$ cat config.mk
export PLATFORM = sky130hd
export DESIGN_NAME = mul_div_unit
export DESIGN_NICKNAME = d
export VERILOG_FILES = /design/src/rtl/mul_div_unit.sv
export SDC_FILE = /design/constraint.sdc
export NUM_CORES = 1
export LEC_CHECK = 0
export ABC_CLOCK_PERIOD_IN_PS = 3800
export BUFFER_PORTS_ARGS = -buffer_cell sky130_fd_sc_hd__buf_2
export CAP_MARGIN = 5
export CORE_AREA = 5 5 201 203
export DETAILED_ROUTE_END_ITERATION = 10
export DIE_AREA = 0 0 206 208
export GPL_TIMING_DRIVEN = 0
export PLACE_DENSITY = 0.76
export SYNTH_ARGS = -nofsm -noshare
export SYNTH_HDL_FRONTEND = slang
export SYNTH_SLANG_ARGS = --single-unit
$ cat constraint.sdc
create_clock -name clk -period 3.8 [get_ports clk]
set_input_delay 0.57 -clock clk [delete_from_list [all_inputs] [get_ports clk]]
set_output_delay 0.57 -clock clk [all_outputs]
set_load 0.02 [all_outputs]
$ cat src/rtl/mul_div_unit.sv
// Iterative MULT/MULTU/DIV/DIVU engine holding architectural HI/LO; results land n+1 cycles after start.
// start and MTHI/MTLO writes are accepted only in IDLE; while busy they are dropped, never queued.
module mul_div_unit #(
  parameter int n = 32
) (
  input  logic         clk,
  input  logic         rst_n,
  input  logic         start,
  input  logic [1:0]   op,
  input  logic [n-1:0] A,
  input  logic [n-1:0] B,
  input  logic         hi_we,
  input  logic         lo_we,
  input  logic [n-1:0] wdata,
  output logic         busy,
  output logic         done,
  output logic [n-1:0] HI,
  output logic [n-1:0] LO
);

  localparam int CW = $clog2(n);

  typedef enum logic [1:0] {IDLE, CALC, FIX, DONE} state_t;

  state_t         state_q, state_d;
  logic [CW-1:0]  cnt_q, cnt_d;
  logic [2*n-1:0] acc_q, acc_d;
  logic [n-1:0]   opnd_q, opnd_d;
  logic [n-1:0]   dvd_q, dvd_d;
  logic [n-1:0]   hi_q, hi_d;
  logic [n-1:0]   lo_q, lo_d;
  logic           is_div_q, is_div_d;
  logic           neg_q, neg_d;
  logic           rneg_q, rneg_d;
  logic           div0_q, div0_d;

  logic [n-1:0]   a_mag, b_mag;
  logic [n:0]     msum, rem_sh, trial;
  logic [2*n-1:0] prod;
  logic [n-1:0]   quot, rem;

  // op[0] marks the signed variants; the engine itself always works on magnitudes.
  assign a_mag  = (op[0] && A[n-1]) ? -A : A;
  assign b_mag  = (op[0] && B[n-1]) ? -B : B;

  assign msum   = {1'b0, acc_q[2*n-1:n]} + {1'b0, opnd_q};
  // The bit shifted out of rem must take part in the compare, hence the n+1-bit window.
  assign rem_sh = acc_q[2*n-1:n-1];
  assign trial  = rem_sh - {1'b0, opnd_q};

  assign prod   = neg_q  ? -acc_q          : acc_q;
  assign quot   = neg_q  ? -acc_q[n-1:0]   : acc_q[n-1:0];
  assign rem    = rneg_q ? -acc_q[2*n-1:n] : acc_q[2*n-1:n];

  always_comb begin
    state_d  = state_q;
    cnt_d    = cnt_q;
    acc_d    = acc_q;
    opnd_d   = opnd_q;
    dvd_d    = dvd_q;
    hi_d     = hi_q;
    lo_d     = lo_q;
    is_div_d = is_div_q;
    neg_d    = neg_q;
    rneg_d   = rneg_q;
    div0_d   = div0_q;

    case (state_q)
      IDLE: begin
        if (start) begin
          is_div_d = op[1];
          neg_d    = op[0] & (A[n-1] ^ B[n-1]);
          rneg_d   = op[0] & A[n-1];
          div0_d   = (B == '0);
          dvd_d    = A;
          cnt_d    = '0;
          if (op[1]) begin
            acc_d  = {{n{1'b0}}, a_mag};
            opnd_d = b_mag;
          end else begin
            acc_d  = {{n{1'b0}}, b_mag};
            opnd_d = a_mag;
          end
          state_d  = CALC;
        end else begin
          if (hi_we) hi_d = wdata;
          if (lo_we) lo_d = wdata;
        end
      end

      CALC: begin
        if (!is_div_q) begin
          acc_d = acc_q[0] ? {msum, acc_q[n-1:1]} : {1'b0, acc_q[2*n-1:1]};
        end else if (trial[n]) begin
          acc_d = {rem_sh[n-1:0], acc_q[n-2:0], 1'b0};
        end else begin
          acc_d = {trial[n-1:0], acc_q[n-2:0], 1'b1};
        end
        cnt_d = cnt_q + CW'(1);
        if (cnt_q == CW'(n-1)) state_d = FIX;
      end

      FIX: begin
        if (!is_div_q) begin
          hi_d = prod[2*n-1:n];
          lo_d = prod[n-1:0];
        end else if (div0_q) begin
          // Divide by zero: all-ones quotient, dividend passed through as remainder.
          hi_d = dvd_q;
          lo_d = '1;
        end else begin
          hi_d = rem;
          lo_d = quot;
        end
        state_d = DONE;
      end

      DONE: state_d = IDLE;

      default: state_d = IDLE;
    endcase
  end

  always_ff @(posedge clk or negedge rst_n) begin
    if (!rst_n) begin
      state_q  <= IDLE;
      cnt_q    <= '0;
      acc_q    <= '0;
      opnd_q   <= '0;
      dvd_q    <= '0;
      hi_q     <= '0;
      lo_q     <= '0;
      is_div_q <= 1'b0;
      neg_q    <= 1'b0;
      rneg_q   <= 1'b0;
      div0_q   <= 1'b0;
    end else begin
      state_q  <= state_d;
      cnt_q    <= cnt_d;
      acc_q    <= acc_d;
      opnd_q   <= opnd_d;
      dvd_q    <= dvd_d;
      hi_q     <= hi_d;
      lo_q     <= lo_d;
      is_div_q <= is_div_d;
      neg_q    <= neg_d;
      rneg_q   <= rneg_d;
      div0_q   <= div0_d;
    end
  end

  assign busy = (state_q == CALC) || (state_q == FIX);
  assign done = (state_q == DONE);
  assign HI   = hi_q;
  assign LO   = lo_q;

endmodule

After elaboration in Yosys (flattened, before gate mapping)
Index checks and enable logic that the tools add are counted.
{"block": "classes", "addsub": 8, "n_eq_ne": 9, "n_mux": 27, "n_bitwise": 3, "n_reduce_logical": 12}
{"op": "32-bit 2-to-1 mux", "count": 14}
{"op": "64-bit 2-to-1 mux", "count": 5}
{"op": "32-bit negation", "count": 4}
{"op": "32-bit one-hot mux with 2 select lines", "count": 2}
{"op": "64-bit one-hot mux with 2 select lines", "count": 1}
{"op": "64-bit negation", "count": 1}
{"op": "32-bit by 32-bit adder with 33-bit output", "count": 1}
{"op": "33-bit by 32-bit subtractor with 33-bit output", "count": 1}
{"op": "32-bit zero test", "count": 1}
{"op": "2-bit != test (second input constant)", "count": 5}
{"op": "5-bit one-hot mux with 2 select lines", "count": 1}
{"op": "2-bit one-hot mux with 4 select lines", "count": 1}
{"op": "2-bit AND reduction", "count": 3}
{"op": "3-bit AND reduction", "count": 2}
{"op": "5-bit by 1-bit adder with 5-bit output (second input constant)", "count": 1}
{"op": "5-bit == test (second input constant)", "count": 1}
{"op": "5-bit 2-to-1 mux", "count": 1}
{"op": "2-bit == test (second input constant)", "count": 2}
{"op": "2-bit 2-to-1 mux", "count": 2}
{"op": "2-bit nonzero test", "count": 2}
{"op": "1-bit AND", "count": 2}
{"op": "2-bit by 1-bit == test with 1-bit output (second input constant)", "count": 1}
{"op": "1-bit logical AND", "count": 2}
{"op": "2-bit zero test", "count": 1}
{"op": "other kinds (2)", "count": 2}
{"block": "totals", "ff_bits": 203, "wordCells": 70}

Logic depth before layout (Yosys ltp)
Gate-level depths: netlist (run 1).
{"block": "depth", "ltp_word": 5, "depth_mapped": 13}

Worst setup path before layout (run 1)
No wires, ideal clock.
{"block": "synth_timing", "path_type": "register to register", "from": "register acc_q[32]", "to": "register acc_q[63]", "setup_time_ps": 147, "t_arrival_ps": 2902, "path_slack_ps": 751, "stages_incl_launch_ff": 14, "n_path_buf": 2, "synth_period_minus_slack_ps": 3049, "cell_sequence": "dfrtp_1 > clkbuf_1 > inv_1 > fa_1 > nor2b_1 > o31a_1 > o21ai_1 > a211oi_1 > o31ai_1 > nor2_1 > buf_2 > nor2_1 > a222oi_1 > o221ai_1"}
{"block": "synth_via", "elab_chain_len": 4, "elab_cells_between_ends": 6, "cone_classes": "add/sub: 2; mux: 4"}
{"item": "from (decl)", "line": "27", "rtl": "logic [2*n-1:0] acc_q, acc_d;"}
{"item": "from (signal assigned)", "line": "128", "rtl": "acc_q <= '0;"}
{"item": "from (signal assigned)", "line": "140", "rtl": "acc_q <= acc_d;"}
{"item": "33-bit by 32-bit subtractor with 33-bit output or 32-bit by 32-bit adder with 33-bit output (tied branches)", "line": "49, 46"}
{"item": "64-bit 2-to-1 mux (on tied branches)", "line": "94, 93"}
{"item": "64-bit 2-to-1 mux *", "line": "92", "rtl": "if (!is_div_q) begin"}
{"item": "64-bit one-hot mux with 2 select lines *", "line": "68", "rtl": "case (state_q)"}
Mark *: on every way between the ends. The rest lies on a longest branch, timed or not.
A chain may end at the register's enable or synchronous reset.

Worst setup path after layout (run 1)
{"block": "layout_timing", "from": "register acc_q[0]", "to": "register hi_q[0], in the netlist HI[0]"}
{"block": "layout_via", "elab_chain_len": 4}
{"item": "64-bit negation", "line": "51", "rtl": "assign prod = neg_q ? -acc_q : acc_q;"}
{"item": "64-bit 2-to-1 mux", "line": "51"}
{"item": "32-bit 2-to-1 mux", "line": "104", "rtl": "if (!is_div_q) begin"}
{"item": "32-bit one-hot mux with 2 select lines", "line": "68"}
{"item": "to (signal assigned)", "line": "143", "rtl": "hi_q <= hi_d;"}
{"item": "to (decl)", "line": "30", "rtl": "logic [n-1:0] hi_q, hi_d;"}
Every way passes these cells.

==> results of run 1 <==
metrics by stage:
| step | power [W] | hold WS [ns] | worst slack, ns | util (%) |
|---|---|---|---|---|
| 4_1_cts | 0.0189 | 0.145 | 0.00739 | 51.7 |
| 2_1_floorplan | 0.0123 | 0.274 | 0.751 | - |
| 5_1_grt | 0.0205 | 0.191 | -0.0224 | 51.9 |
| 3_5_place_dp | 0.0163 | 0.466 | -0.175 | 49.5 |
| 3_3_place_gp | 0.0161 | 0.460 | -1.31 | 49.4 |
| 6_report | 0.0194 | 0.121 | 0.0823 | 51.9 |
power groups by stage:
stage / clock (W) / combinational, W / sequential, W
after global routing: 0.00265 / 0.0134 / 0.00443
after floorplan: 0 / 0.00815 / 0.00417
after detailed placement: 0 / 0.0120 / 0.00433
after CTS: 0.00257 / 0.0121 / 0.00429
final: 0.00256 / 0.0124 / 0.00439
after global placement: 0 / 0.0118 / 0.00428
how the worst max path moves through the flow:
stage,slack [ns],to,startpoint,depth (start not counted)
after floorplan,0.75,acc_q[63],acc_q[32],13
final,0.08,HI[0],acc_q[0],13
after global placement,-1.31,acc_q[18],rst_n,1
after detailed placement,-0.17,acc_q[63],acc_q[33],11
after CTS,0.007,acc_q[61],acc_q[31],13
after global routing,-0.02,acc_q[55],acc_q[32],13
cell type report:
cell class | count | area, µm²
clock inverters | 13 | 196
fillers | 3689 | 18400
flip-flops and latches | 203 | 5080
multi-input cells | 1746 | 11500
inverters | 81 | 305
plain buffers | 154 | 613
clock buffers | 30 | 663
well taps | 518 | 648
repair buffers | 170 | 891
worst max-delay path, cell delays in order, from the launching register on:
cell and delay, ns:
dfrtp_1 0.36, clkbuf_1 0.27, clkinv_2 0.27, ha_1 0.26, nor4b_2 0.34, nand4_1 0.28
nor4b_4 0.47, nand2_1 0.27, buf_2 0.30, nand3b_1 0.15, nand3_1 0.09, o2111ai_1 0.21
o21ai_0 0.20, o21ai_1 0.14
registers in the layout, summed over array words and instances (netlist names):
name,cells
dvd_q,32
HI,32
neg_q,1
LO,32
state_q,2
div0_q,1
is_div_q,1
opnd_q,32
rneg_q,1
acc_q,64
cnt_q,5
layout by cell type, fill, tap and decap left out, drive strengths merged, types with 59 or more instances in the layout:
cell and n:
a21oi 218, buf 197, clkbuf 157, dfrtp 203
ha 74, inv 83, mux2 59, mux2i 68
nand2 226, nor2 160, o21ai 243, xnor2 126
xor2 69
repair_timing:
item / in CTS / in global routing
pin swaps: 0 / 2
setup endpoints to repair: 12 / 41
gates resized for setup: 5 / 9
setup buffers: 0 / 3
logic make-up after synthesis:
logic type	Yosys count	synth area share, %
compound gates	716	24.9
simple gates	632	17.7
buf+inv	235	5.23
xor+xnor	195	9.80
flops	203	29.2
fa+ha+maj	76	5.54
mux	127	7.72
routing by layer:
layer / vias to the layer above / wire, µm / track usage (%)
li1: 8240 / - / -
met1: 8728 / 30100 / 44.2
met2: 1055 / 31500 / 50.0
met3: 186 / 7560 / 7.57
met4: 0 / 3710 / 14.2
met5: - / 0 / 0
==> impl_results.md, run 1 <==
- Worst setup path class: reg2reg
- Die area: 42800 µm²
- Core outline area: approximately 38000 µm²
- Largest fanout of any net on the critical path: 10
- Combinational cell fraction of total power: 64.1%
- Cell taking the most area after synthesis: dfrtp_1
- I/O Pins: 169
- First-pass iteration count of the detailed router: 7
- Leakage power: roughly 8.3 nW
- Post-synthesis net count: 2363
- DRC marker count from the first detailed-route iteration: around 2100
- Post-synthesis sequential element count: ~200
- Sequential-to-total area share from yosys stat: around 29%
- RSZ-0062 raised after global routing: yes
- HPWL after DPL: 58800 µm
- Leading register cell type out of synthesis: dfrtp_1
- Final standard cell area without fillers: roughly 20000 µm²
- TritonCTS clock tree: built
- Vias: between 15000 and 20000
- Number of max-cap violations: 0
- Setup slack of the most critical reg-to-reg path: 0.08 ns
- Count of cells along the worst register-to-register path: 13
- Area after DPL: 18900 µm²
- Part of the total power dissipated in sequential elements: 22.7%
- H-Tree Level Count: 1
- Maximum ir drop on the vdd rail: 0.000361 V
- Number of rows in the core area: 72
- Vias per std cell: between 6 and 7
- Antenna viol nets, final: 0
- Netlist Area Pre-Place: 17400 µm²
- Non-Filler Instances: 2915
- Clock share of power: 13.2%
- Final count of hold timing violations: 0
- Period Utilization, post-route: 97.8%
- # hold bufs at CTS: 0
- Number of buffer cells added on primary ports: between 150 and 200
- Buffer type at the clock tree root: clkbuf_16
- Inserted Clock Buffers: 24
- Die width: 206 µm
- Effective utilization at floorplan: 45.5%
- Final nets: 2559
- Post-synth EDFFs: 0
- Remaining max-slew budget at the tightest pin: between 20% and 30%
- First-pass GRT wire length: about 110000 µm
- Maximum buffer depth of the clock tree: 3
- Antenna cell count: 0
- CP Capture Type: flop
- Fraction of final layout cells sized beyond drive strength 1: approximately 14%
- Die outline height: 208 µm
- Nature of the critical path startpoint: flop
- P per Cell Area: 975 nW/µm²
- Vias in the first global route: 17500
- Final Max Tran Viols: 0
- Largest net degree at the start of global routing: approximately 110
- Worst setup skew after layout: around 0.026 ns
- Total negative slack: 0 ns
- Start of the worst register-to-register path: acc_q[0]
- Endpoint required time on the critical path: 4.27 ns
- Number of distinct standard cells referenced by the synthesized netlist: 84
- Max Freq: 269 MHz
- P_int: about 0.0092 W
- Net switching power: 0.0102 W
- Total placed cells including tap cells: 2869
- CTS sink count: slightly above 200
- Wire length reported by the detailed router: between 70000 and 80000 µm
- Sw frac: a little over half
- Run status: complete, no violations
- Detail-routed net length per standard cell: around 25 µm
- Arr. time, crit path: 4.18 ns
- Warning count from the yosys run: 0
- Total global-route track usage: 32.7%
- Antenna violations before repair: 0
- Top-count cell post-synth: nand2_1
- Clock slew at the register clock pins of the worst setup and hold paths: 0.07 ns
- Post-layout min period: 3.72 ns
- Worst hold-check path type: in2async
- Critical R2R Capture: HI[0]
- Worst slew pin tran: 1.12 ns
- Share of the synthesized area in the top cell type: 29.2%
- Total of endpoints with negative setup slack in the final report: 0
- Total overflow reported by the global router: 0
- Skew-Pair Late Insertion Delay: 0.56 ns
- Final weighted congestion in routability-driven placement: 1.05
- Drc violations: 0
- Top cells by count, synth: nand2_1 (226), a21oi_1 (218), o21ai_0 (215), dfrtp_1 (203), nor2_1 (160)
- Area growth from synthesis to final layout: 14.0%
- Post-Syn Instances: 2184
- Most area-consuming cells after synthesis: dfrtp_1 (29%), xnor2_1 (6.3%), a21oi_1 (6.3%), o21ai_0 (6.2%), ha_1 (5.3%)
- Share of async-settable or async-resettable flops after synthesis: 100%
- Mean Syn Cell Area: 7.98 µm²
(Power assumes the default switching activity.)
==> inputs of run 2 (changes only) <==
--- a/config.mk
+++ b/config.mk
@@ -13,6 +13,7 @@
 export DIE_AREA = 0 0 206 208
 export GPL_TIMING_DRIVEN = 0
 export PLACE_DENSITY = 0.76
+export REMOVE_ABC_BUFFERS = 1
 export SYNTH_ARGS = -nofsm -noshare
 export SYNTH_HDL_FRONTEND = slang
 export SYNTH_SLANG_ARGS = --single-unit
==> constraint.sdc (replaced) <==
create_clock -name clk -period 3.8 [get_ports clk]
set_input_delay 0.38 -clock clk [delete_from_list [all_inputs] [get_ports clk]]
set_output_delay 0.38 -clock clk [all_outputs]
set_load 0.02 [all_outputs]
==> impl_results.md, run 2 (synthesis gave the netlist of run 1 again) <==
- Non-Filler Instances: 2780
- Buffers plus inverters on the worst setup path: 2
- Crit path top cell by count: mux2i_1
- Fill cell count: 3593
- Inserted Clock Buffers: 23
- Run status: complete, no violations
- Antenna violations before repair: 1
- First-pass iteration count of the detailed router: 7
- Maximum buffer depth of the clock tree: 3
- H-Tree Level Count: 1
- Largest fanout of any net on the critical path: 28
- RSZ-0062 raised after global routing: no
- Number of flip-flops under the largest register name: 64
- P per Cell Area: 937 nW/µm²
- Die area: 42800 µm²
- Max Freq: between 200 and 300 MHz
- Final count of hold timing violations: 0
- DRC marker count from the first detailed-route iteration: slightly below 2000
- Number of buffer cells added on primary ports: around 170
- Vias per std cell: 6.20
- CP Capture Type: flop
- Drc violations: 0
- Total overflow reported by the global router: 0
- Effective utilization at floorplan: 45.5%
- Worst slew pin tran: 1.32 ns
- Final weighted congestion in routability-driven placement: 0.951
- Vias in the first global route: 16300
- Skew-Pair Late Insertion Delay: 0.55 ns
- Final Max Tran Viols: 0
- Area growth from synthesis to final layout: 12.6%
- Number of max-cap violations: 0
- Period Utilization, post-route: 97.4%
- Amount of wire on met3 after detailed routing: 4780 µm
- Combinational cell fraction of total power: 61.7%
- Final nets: 2422
- Critical R2R Capture: acc_q[44]
- Hold Path Depth: 2
- Net switching power: ~0.009 W
- Remaining max-slew budget at the tightest pin: ~11%
- Family with the most delay on the worst path: compound AO/OA/AOI/OAI gates
- Commonest non-fill, non-tap cells in the layout: nand2_1 (222), a21oi_1 (215), o21ai_0 (212)
- P_int: 0.00920 W
- Largest net degree at the start of global routing: between 100 and 150
- HPWL after DPL: ~44000 µm
- Number of rows in the core area: 72
- Buffer type at the clock tree root: clkbuf_16
- Total placed cells including tap cells: 2729
- Count of cells along the worst register-to-register path: 13
- Worst hold-check path type: in2reg
- Arr. time, crit path: 4.13 ns
- Clock share of power: 13.4%
- End-of-flow core utilization: 51.2%
- Hold path startpoint: B[31]
- Area of all sequential standard cells: between 5000 and 6000 µm²
- Nature of the critical path startpoint: flop
- Most common library cell in the layout ignoring fill and taps: nand2_1
- Antenna viol nets, final: 0
- Post-layout min period: 3.70 ns
- Part of the total power dissipated in sequential elements: 24.9%
- Vias: ~17000
- Slowest CP cell: dfrtp_2
- Post-Route M1 WL: ~25000 µm
- Clock slew at the register clock pins of the worst setup and hold paths: 0.06 ns
- Start of the worst register-to-register path: acc_q[31]
- Core outline area: 38300 µm²
- Detail-routed net length per standard cell: ~21 µm
- CTS sink count: slightly above 200
- Worst setup skew after layout: approximately 0.025 ns
- Power consumption: 0.0184 W
- Detail Route met2 WL: 27300 µm
- Total global-route track usage: 26.5%
- Setup slack of the most critical reg-to-reg path: 0.1 ns
- Maximum ir drop on the vdd rail: 0.000573 V
- Sw frac: 50.0%
- Leakage power: around 8.2 nW
- CP max stage delay: 0.47 ns
- TritonCTS clock tree: built
- Cells traversed along the worst timing path: inv_1 > ha_1 > fa_1 > nor2b_1 > o31a_1 > o21ai_2 > a211o_1 > a311oi_4 > nor2_4 > buf_12 > mux2i_1 > mux2i_1 > a22o_1
- Hold WS: ~0.098 ns
- Max layer used: met4
- Capture endpoint of the worst hold path: div0_q
- Fraction of final layout cells sized beyond drive strength 1: 15.5%
- Endpoint required time on the critical path: 4.23 ns
- Die outline height: 208 µm
- Total of endpoints with negative setup slack in the final report: 0
- Multi-input gate area: around 12000 µm²
- Most flop-heavy register: acc_q
- Die width: around 210 µm
- Wire length reported by the detailed router: 59100 µm
- Worst setup path class: reg2reg
- I/O Pins: 169
- First-pass GRT wire length: between 90000 and 100000 µm
run 2: cell count changes in the layout (fill, tap and decap cells not counted), sizes merged:
cell,previous run,this run
buf,197,187
clkinvlp,2,0
dlygate4sd3,0,1
clkinv,5,6
diode,0,2
clkbuf,157,31
inv,83,82
run 2: layout make-up:
| type | count | share of cell area [%] |
|---|---|---|
| Multi-Input combinational cell | 1746 | 58.9 |
| Sequential cell | 203 | 25.9 |
| Timing Repair Buffer | 188 | 6.13 |
| Tap cell | 518 | 3.30 |
| Clock buffer | 31 | 3.29 |
| Inverter | 81 | 1.58 |
| Clock inverter | 11 | 0.861 |
| Antenna cell | 2 | 0.0255 |
run 2: metal layers:
layer / track usage (%) / up-vias
met5: 0 / -
met3: 3.80 / 143
met2: 42.6 / 792
li1: - / 7987
met4: 9.39 / 0
met1: 36.4 / 8302
run 2: metrics by stage:
stage,TNS [ns],worst slack [ns],instance area [µm²]
final,0,0.0986,19600
after global routing,0,0.0145,19600
after CTS,0,0.00787,19600
after detailed placement,-11.61,-0.845,18700
after global placement,-594.72,-6.01,18300
after floorplan,-80.42,-2.20,16800
run 2: what timing repair did:
action,in CTS,in global routing
buffers inserted,3,3
endpoints found under the hold margin,92,0
endpoints found under the setup margin,41,15
hold buffers,1,0
pin swaps,3,2
resized for setup,9,11
run 2: worst max path at each step:
stage                from         to  slack, ns  cells after the start
6_report        acc_q[31]  acc_q[44]        0.1                     13
4_1_cts          acc_q[0]     HI[26]      0.008                     11
3_5_place_dp     acc_q[0]     HI[24]      -0.84                     11
2_1_floorplan  state_q[0]  acc_q[51]      -2.20                      9
3_3_place_gp   state_q[0]  acc_q[50]      -6.01                      8
5_1_grt         acc_q[31]  acc_q[44]       0.01                     13
run 2: power by group through the flow:
| stage | registers [W] | clock network, W | logic (W) |
|---|---|---|---|
| 3_5_place_dp | 0.00455 | 0 | 0.0110 |
| 4_1_cts | 0.00452 | 0.00247 | 0.0111 |
| 2_1_floorplan | 0.00458 | 0 | 0.00752 |
| 6_report | 0.00457 | 0.00246 | 0.0114 |
| 3_3_place_gp | 0.00467 | 0 | 0.0104 |
| 5_1_grt | 0.00467 | 0.00255 | 0.0124 |
run 2: worst register-to-register path, stage by stage, from the launching register on:
cell      delay, ns
dfrtp_2        0.47
inv_1          0.18
ha_1           0.27
fa_1           0.42
nor2b_1        0.22
o31a_1         0.30
o21ai_2        0.15
a211o_1        0.34
a311oi_4       0.36
nor2_4         0.10
buf_12         0.18
mux2i_1        0.28
mux2i_1        0.12
a22o_1         0.21
==> inputs of run 3 (changes only) <==
==> constraint.sdc (replaced) <==
create_clock -name clk -period 3.8 [get_ports clk]
set_input_delay 1.14 -clock clk [delete_from_list [all_inputs] [get_ports clk]]
set_output_delay 1.14 -clock clk [all_outputs]
set_load 0.02 [all_outputs]
==> impl_results.md, run 3 (synthesis gave the netlist of run 1 again) <==
- # hold bufs at CTS: 0
- Commonest non-fill, non-tap cells in the layout: nand2_1 (222), a21oi_1 (215), o21ai_0 (212)
- Drc violations: 0
- Largest net degree at the start of global routing: 112
- Total overflow reported by the global router: 0
- Maximum ir drop on the vdd rail: around 0.00057 V
- Nature of the critical path startpoint: flop
- Die area: 42800 µm²
- Number of rows in the core area: 72
- Buffer type at the clock tree root: clkbuf_16
- Worst slew pin tran: 1.25 ns
- Effective utilization at floorplan: between 40% and 50%
- CTS sink count: 203
- Leakage power: 8.24 nW
- HPWL after DPL: 44000 µm
- Most flop-heavy register: acc_q
- Core outline area: roughly 38000 µm²
- Largest fanout of any net on the critical path: 28
- Worst hold-check path type: reg2reg
- Maximum buffer depth of the clock tree: 3
- Hold WS: 0.477 ns
- TritonCTS clock tree: built
- Total placed cells including tap cells: 2729
- First-pass GRT wire length: roughly 90000 µm
- Remaining max-slew budget at the tightest pin: 16.7%
- Most common library cell in the layout ignoring fill and taps: nand2_1
- Critical path endpoint: acc_q[44]
- Final weighted congestion in routability-driven placement: 0.951
- Worst setup path class: reg2reg
- I/O Pins: between 150 and 200
- Total of endpoints with negative setup slack in the final report: 0
- Detail-routed net length per standard cell: 21.3 µm
- Final Max Tran Viols: 0
- Count of cells along the worst register-to-register path: 13
- Number of buffer cells added on primary ports: roughly 170
- Final count of hold timing violations: 0
- P per Cell Area: 937 nW/µm²
- Number of flip-flops under the largest register name: 64
- H-Tree Level Count: 1
- Number of max-cap violations: 0
- Antenna viol nets, final: 0
- Run status: complete, no violations
- Total global-route track usage: 26.5%
- Clock slew at the register clock pins of the worst setup and hold paths: about 0.060 ns
- Start of the worst register-to-register path: acc_q[31]
- Vias in the first global route: ~16000
- Skew-Pair Late Insertion Delay: 0.55 ns
- Inserted Clock Buffers: 23
- CP Capture Type: flop
- Period Utilization, post-route: 96.5%
- Die outline height: around 210 µm
- Area growth from synthesis to final layout: 12.7%
- Arr. time, crit path: 4.10 ns
- Post-layout min period: ~3.7 ns
- Wire length reported by the detailed router: a little under 60000 µm
- Setup slack of the most critical reg-to-reg path: ~0.13 ns
- Timing startpoint of the critical path: acc_q[31]
- RSZ-0062 raised after global routing: no
- First-pass iteration count of the detailed router: 6
- Die width: 206 µm
- DRC marker count from the first detailed-route iteration: 2022
- Antenna violations before repair: 1
- Vias: roughly 17000
- Fraction of final layout cells sized beyond drive strength 1: 15.6%
- Non-Filler Instances: 2779
- Endpoint required time on the critical path: 4.23 ns
- Max Freq: 273 MHz
- Worst setup skew after layout: ~0.027 ns
- Final nets: 2421
- Critical R2R Capture: acc_q[44]
- Vias per std cell: 6.19
-- run 3: cell types whose count changed in the layout (fill, tap and decap cells not counted), sizes merged --
| cell | change |
|---|---|
| dlygate4sd3 | -1 |
-- run 3: worst min-delay path by stage --
stage,to,depth (start not counted),slack [ns],startpoint
after floorplan,dvd_q[23],2,0.45,dvd_q[23]
after global placement,LO[7],2,0.46,LO[7]
after detailed placement,LO[6],2,0.47,LO[6]
after CTS,LO[6],2,0.48,LO[6]
after global routing,LO[20],2,0.50,LO[20]
final,HI[23],2,0.48,HI[23]
-- run 3: area by class of cell --
cell class / instances / area, µm²
clock buffer: 31 / 646
inverter: 81 / 309
sequential: 203 / 5090
multi-input combinational: 1746 / 11600
timing repair buffer: 187 / 1190
fill: 3590 / 18600
tap: 518 / 648
clock inverter: 11 / 169
antenna: 2 / 5.00
-- run 3: stage by stage --
step | TNS (ns) | total power [W] | setup slack (ns) | area (µm²) | util [%]
6_report | 0 | 0.0184 | 0.133 | 19600 | 51.3
5_1_grt | 0 | 0.0196 | 0.0145 | 19600 | 51.3
4_1_cts | 0 | 0.0181 | 0.00787 | 19500 | 51.0
3_5_place_dp | -19.12 | 0.0155 | -0.845 | 18700 | 48.7
3_3_place_gp | -808.68 | 0.0151 | -6.53 | 18300 | 47.8
2_1_floorplan | -101.51 | 0.0121 | -2.63 | 16800 | -
-- run 3: routing by layer --
layer | wire (µm) | GRT usage [%] | up-vias | part of all wire, %
met5 | 0 | 0 | - | 0
met4 | 2470 | 9.39 | 0 | 4.2
met3 | 4810 | 3.80 | 143 | 8.1
met2 | 27400 | 42.6 | 796 | 46
met1 | 24500 | 36.4 | 8300 | 41
li1 | - | - | 7971 | -
-- run 3: what timing repair did --
action | CTS | global route
pin swaps | 3 | 2
gates cloned | 0 | 0
setup buffers | 3 | 3
resized for setup | 9 | 15
endpoints found under the setup margin | 41 | 23
-- run 3: critical path, stage by stage (launching register included) --
cell and delay [ns]:
dfrtp_2 0.47, inv_1 0.18, ha_1 0.27, fa_1 0.42
nor2b_1 0.20, o31a_1 0.29, o21ai_2 0.15, a211o_1 0.34
a311oi_4 0.35, nor2_4 0.10, buf_12 0.18, mux2i_1 0.25
mux2i_1 0.12, a22o_1 0.21
-- run 3: report_power, final --
part | total (W) | switching [W] | internal, W
clock | 0.00247 | 0.000997 | 0.00147
sequential | 0.00458 | 0.00143 | 0.00315
combinational | 0.0114 | 0.00677 | 0.00459
